==> src/rtl/button_pkg.sv <==
// Shared types and default timing constants for the push-button debouncers.
// The state encoding is internal; only the enum names are meant to be referenced.
package button_pkg;

  typedef enum logic [2:0] {
    S_RELEASED     = 3'd0,
    S_PRESS_PEND   = 3'd1,
    S_HELD         = 3'd2,
    S_REPEAT       = 3'd3,
    S_RELEASE_PEND = 3'd4
  } state_t;

  localparam int DEF_COUNT_W       = 8;
  localparam int DEF_STABLE_TICKS  = 3;
  localparam int DEF_REPEAT_DELAY  = 4;
  localparam int DEF_REPEAT_PERIOD = 2;

endpackage

==> src/rtl/synchronizer.sv <==
// Two-flop single-bit synchronizer for asynchronous board inputs, 2 clk latency.
// Resets to 0 so a button held through reset still has to be debounced afterwards.
module synchronizer (
  input  logic clk,
  input  logic rst,
  input  logic d,
  output logic q
);

  logic meta;

  always_ff @(posedge clk or negedge rst) begin
    if (!rst) begin
      meta <= 1'b0;
      q    <= 1'b0;
    end else begin
      meta <= d;
      q    <= meta;
    end
  end

endmodule

==> src/rtl/button_debouncer.sv <==
// Tick-sampled push-button debouncer with registered level, press/release strobes and hold-to-repeat.
// Latency: 2 clk synchronizer, then STABLE_TICKS qualifying ticks; strobes appear 1 clk after the accepting tick.
module button_debouncer
  import button_pkg::*;
#(
  parameter int COUNT_W       = DEF_COUNT_W,
  parameter int STABLE_TICKS  = DEF_STABLE_TICKS,
  parameter int REPEAT_DELAY  = DEF_REPEAT_DELAY,
  parameter int REPEAT_PERIOD = DEF_REPEAT_PERIOD
) (
  input  logic clk,
  input  logic rst,
  input  logic tick,
  input  logic button_raw,
  output logic button_level,
  output logic pressed,
  output logic released
);

  localparam logic [COUNT_W-1:0] STAB_LAST   = COUNT_W'(STABLE_TICKS - 1);
  localparam logic [COUNT_W-1:0] DELAY_LAST  = COUNT_W'(REPEAT_DELAY - 1);
  localparam logic [COUNT_W-1:0] PERIOD_LAST = COUNT_W'(REPEAT_PERIOD - 1);
  localparam logic [COUNT_W-1:0] ONE         = COUNT_W'(1);
  localparam bit                 REPEAT_EN   = (REPEAT_DELAY != 0);

  logic               sync;
  state_t             state, state_nxt;
  logic [COUNT_W-1:0] stab_cnt, stab_nxt;
  logic [COUNT_W-1:0] rep_cnt, rep_nxt;
  logic               level_nxt, press_nxt, rel_nxt;

  synchronizer u_sync (
    .clk (clk),
    .rst (rst),
    .d   (button_raw),
    .q   (sync)
  );

  always_ff @(posedge clk or negedge rst) begin
    if (!rst) begin
      state        <= S_RELEASED;
      stab_cnt     <= '0;
      rep_cnt      <= '0;
      button_level <= 1'b0;
      pressed      <= 1'b0;
      released     <= 1'b0;
    end else begin
      state        <= state_nxt;
      stab_cnt     <= stab_nxt;
      rep_cnt      <= rep_nxt;
      button_level <= level_nxt;
      pressed      <= press_nxt;
      released     <= rel_nxt;
    end
  end

  // A sync mismatch always wins over a same-cycle tick, so bounces never count.
  always_comb begin
    state_nxt = state;
    stab_nxt  = stab_cnt;
    rep_nxt   = rep_cnt;
    press_nxt = 1'b0;
    rel_nxt   = 1'b0;
    level_nxt = 1'b0;
    unique case (state)
      S_RELEASED: begin
        if (sync) state_nxt = S_PRESS_PEND;
      end
      S_PRESS_PEND: begin
        if (!sync) begin
          state_nxt = S_RELEASED;
        end else if (tick) begin
          if (stab_cnt == STAB_LAST) begin
            state_nxt = S_HELD;
            press_nxt = 1'b1;
          end else begin
            stab_nxt = stab_cnt + ONE;
          end
        end
      end
      S_HELD: begin
        if (!sync) begin
          state_nxt = S_RELEASE_PEND;
        end else if (REPEAT_EN && tick) begin
          if (rep_cnt == DELAY_LAST) begin
            state_nxt = S_REPEAT;
            press_nxt = 1'b1;
          end else begin
            rep_nxt = rep_cnt + ONE;
          end
        end
      end
      S_REPEAT: begin
        if (!sync) begin
          state_nxt = S_RELEASE_PEND;
        end else if (tick) begin
          if (rep_cnt == PERIOD_LAST) begin
            press_nxt = 1'b1;
            rep_nxt   = '0;
          end else begin
            rep_nxt = rep_cnt + ONE;
          end
        end
      end
      S_RELEASE_PEND: begin
        if (sync) begin
          state_nxt = S_HELD;
        end else if (tick) begin
          if (stab_cnt == STAB_LAST) begin
            state_nxt = S_RELEASED;
            rel_nxt   = 1'b1;
          end else begin
            stab_nxt = stab_cnt + ONE;
          end
        end
      end
      default: state_nxt = S_RELEASED;
    endcase

    if (state_nxt != state) begin
      stab_nxt = '0;
      rep_nxt  = '0;
    end
    level_nxt = (state_nxt == S_HELD) || (state_nxt == S_REPEAT) ||
                (state_nxt == S_RELEASE_PEND);
  end

endmodule

==> config.mk <==
export PLATFORM = sky130hd
export DESIGN_NAME = button_debouncer
export DESIGN_NICKNAME = d
export VERILOG_FILES = /design/src/rtl/button_pkg.sv /design/src/rtl/synchronizer.sv /design/src/rtl/button_debouncer.sv
export SDC_FILE = /design/constraint.sdc
export NUM_CORES = 1
export LEC_CHECK = 0
export ABC_AREA = 1
export CORE_MARGIN = 10
export CORE_UTILIZATION = 60
export CTS_CLUSTER_SIZE = 16
export DETAILED_ROUTE_END_ITERATION = 8
export PLACE_DENSITY = 0.79
export SLEW_MARGIN = 25
export SYNTH_ARGS = -nofsm -noshare
export SYNTH_HDL_FRONTEND = slang
export SYNTH_HIERARCHICAL = 1
export SYNTH_SLANG_ARGS = --single-unit
==> constraint.sdc <==
create_clock -name clk -period 3.45 [get_ports clk]
set_input_delay 0.69 -clock clk [delete_from_list [all_inputs] [get_ports clk]]
set_output_delay 0.69 -clock clk [all_outputs]
set_load 0.01 [all_outputs]
==> flow_summary_export.csv <==
group,metric,value,unit
detailed_routing,dr_total_vias,1127,
worst_hold_path,hold-path-endpoint,"u_sync/q",
worst_hold_path,min_path_type,"reg2reg",
detailed_routing,drt_iter0_markers,86,
sta,slew_violations,0,
global_route,grt_usage,11.1,%
sta,worstMarginPinSlew,0.482,ns
global_route,grt_pass1_wl,4620,um
worst_setup_path,r2r-start,"rep_cnt[0]",
run_status,outcome,"finished clean",
clock_network,hold_buffers,0,
power,p_int,382,uW
power,swShare,31.9,%
synthesis,synth_top_area_cell,"dfrtp_1",
synthesis,syn_area,1450,um^2
worst_setup_path,path_buf_inv,3,
clock_network,cts_num_sinks,24,
sta,layout_min_cycle_time,2.04,ns
floorplan,dieHeight,69.2,um
synthesis,synth_nets,188,
placed_design,dpl.hpwl,1990,um
final_layout,fillCellCount,185,
global_route,grt_max_degree,25,
detailed_routing,drt_drc_violations_left,0,
sta,grt_setup_unrepaired,"false",
synthesis,synth_cell_types,26,
job,max_cap_violations,0,
detailed_routing,wirelength,2600,um
synthesis,yosys_warnings,6,
synthesis,synth.area.top_cells,"dfrtp_1 (41%), nand2_1 (8.5%), nor2_1 (5.7%)",
worst_hold_path,min_from,"u_sync/meta",
synthesis,synth_edf_count,0,
worst_hold_path,whs_path_depth,0,
floorplan,rows,17,
global_route,grt_pass1_vias,1063,
final_layout,drive_above_1_share,19.0,%
global_route,antenna_found_initial,0,
sta,slew_headroom,67.5,%
synthesis,synthCells,180,
power,clockPowerShare,26.5,%
floorplan,start_util,64.3,%
worst_setup_path,endpoint_kind,"flop",
clock_network,clk_pin_slew,0.13,ns
clock_network,cts_setup_buffers,0,
clock_network,clock_path_buffers,2,
sta,setup_viol,0,
power,seqPwrFrac,53.9,%
floorplan,pin_count,7,
power,power.density,360,nW/um^2
worst_setup_path,rr_worst_depth,11,
synthesis,yosysSeqAreaShare,41.4,%
power,leakagePower,0.000720,uW
power,comb_power_share,19.6,%
clock_network,cts_buffers,3,
synthesis,syn_avg_cell_area,8.06,um^2
clock_network,cts_tree,"yes",
global_route,grt-ovfl-total,0,
worst_setup_path,crit_fanout,9,
detailed_routing,drtPass1Iterations,4,
worst_setup_path,r2r-end,"rep_cnt[5]",
worst_setup_path,cp_slowest_cell,"clkdlybuf4s50_1",
synthesis,synth_seq_cells,24,
final_layout,antenna_cells,0,
floorplan,core,2250,um^2
final_layout,area_delta_synth_final,7.42,%
synthesis,synth-main-ff-cell,"dfrtp_1",
worst_setup_path,crit_path_start_kind,"input pin",
final_layout,nNetsFinal,198,
floorplan,die_w,69.2,um
detailed_routing,avgRoutedWirePerCell,12.0,um
worst_setup_path,r2r_slack,1.66,ns
clock_network,clkLatencyLatePin,0.31,ns
synthesis,synth_top_area_share,41.4,%
clock_network,cts_root_buffer,"clkbuf_4",
synthesis,synth_most_common_cell,"nand2_1",
worst_setup_path,arrival,2.25,ns
worst_setup_path,cpPeakStageDelay,0.59,ns
sta,hold_viol,0,
placed_design,place.port_buffers,6,
sta,finalSetupTns,0,ns
sta,whs,0.386,ns
synthesis,synth_commonest_cells,"nand2_1 (33), dfrtp_1 (24), nor2_1 (22)",
detailed_routing,via_per_inst,5.19,
floorplan,die_area,4780,um^2
worst_setup_path,cp_cell_sequence,"clkdlybuf4s50_1 -> inv_1 -> nor3_2 -> nand2_2 -> inv_2 -> nand4_1 -> xor2_1 -> nor2_2",
power,p_sw,179,uW
synthesis,synthArstFlopShare,100,%
worst_setup_path,cp.required,3.66,ns
clock_network,htree_levels,1,
power,peakVddDrop,0.310,mV
sta,post-route-period-util,59.0,%
clock_network,cts_resized,0,
placed_design,gp_congestion,0.918,
detailed_routing,antenna_left,0,
worst_setup_path,cp_top_family,"buffers and inverters",
sta,fmax,491,MHz
sta,skew,0.00724,ns
worst_setup_path,path_class,"in2reg",
==> cell type report <==
class	instances	area, um^2	area share, %
well taps	28	35.0	2.25
clock buffers	4	36.3	2.33
repair buffers	7	67.6	4.34
flip-flops and latches	24	601	38.6
inverters	25	93.8	6.02
multi-input cells	129	724	46.5
==> routing by layer <==
layer	wire [um]	vias up	track usage, %
met5	0	-	0
met4	44	0	5.99
met3	69	6	2.00
met2	1290	22	17.8
met1	1200	509	13.6
li1	-	590	-
==> cells in the final DEF (no fill, tap or decap) <==
cell type | synthesis | routed
a21oi_1 | 3 | 3
a2bb2oi_1 | 1 | 1
buf_4 | 0 | 1
clkbuf_4 | 0 | 3
clkbuf_8 | 0 | 1
clkdlybuf4s50_1 | 0 | 6
dfrtp_1 | 24 | 24
ha_1 | 4 | 4
inv_1 | 20 | 20
inv_2 | 5 | 5
nand2_1 | 33 | 33
nand2_2 | 6 | 6
nand2_4 | 1 | 1
nand3_1 | 13 | 13
nand3_2 | 1 | 1
nand3b_1 | 1 | 1
nand3b_4 | 1 | 1
nand4_1 | 7 | 7
nor2_1 | 22 | 22
nor2_2 | 12 | 12
nor2_4 | 4 | 4
nor3_1 | 6 | 6
nor3_2 | 1 | 1
nor4_1 | 1 | 1
o21ai_0 | 5 | 5
o21ai_1 | 1 | 1
xnor2_1 | 2 | 2
xor2_1 | 4 | 4
==> cell families after synthesis <==
family / share of synthesized area (%)
AND/OR/NAND/NOR: 39.2
buffers and inverters: 8.63
flip-flops: 41.4
AO/OA/AOI/OAI: 3.71
XOR/XNOR: 3.62
adder cells (fa/ha/maj): 3.45
==> state kept, by name (all words and copies together) (netlist names) <==
signal	count
u_sync/q	1
rep_cnt	8
released	1
u_sync/meta	1
pressed	1
state	3
button_level	1
stab_cnt	8
==> worst register-to-register path: cells and delay by family (launching register included) <==
| kind | cells | cell delay (ns) |
|---|---|---|
| flops | 1 | 0.47 |
| buf+inv | 1 | 0.06 |
| simple gates | 9 | 0.93 |
| fa+ha+maj | 1 | 0.26 |
==> worst max path at each step <==
stage / startpoint / endpoint / slack [ns] / depth (start not counted)
finish: tick / rep_cnt[7] / 1.41 / 8
global route: tick / rep_cnt[4] / 1.35 / 9
CTS: tick / rep_cnt[7] / 1.44 / 8
detailed placement: tick / rep_cnt[7] / 1.08 / 8
global placement: tick / rep_cnt[7] / 1.17 / 8
floorplan: stab_cnt[0] / stab_cnt[5] / 1.85 / 14
==> power by group through the flow <==
stage / clock [uW] / combinational [uW] / sequential, uW
floorplan: 0 / 123 / 299
global placement: 0 / 107 / 308
detailed placement: 0 / 110 / 308
CTS: 157 / 111 / 302
global route: 168 / 123 / 304
finish: 149 / 110 / 302
==> stage by stage <==
stage               std cells  area [um^2]  power [uW]  utilization, %  worst slack [ns]
floorplan                 180         1450         422               -              1.85
global placement          213         1520         415            67.5              1.17
detailed placement        213         1520         418            67.5              1.08
CTS                       217         1560         570            69.1              1.44
global route              217         1560         594            69.1              1.35
finish                    217         1560         561            69.1              1.41
No activity file was read; power rests on OpenSTA's default activity.
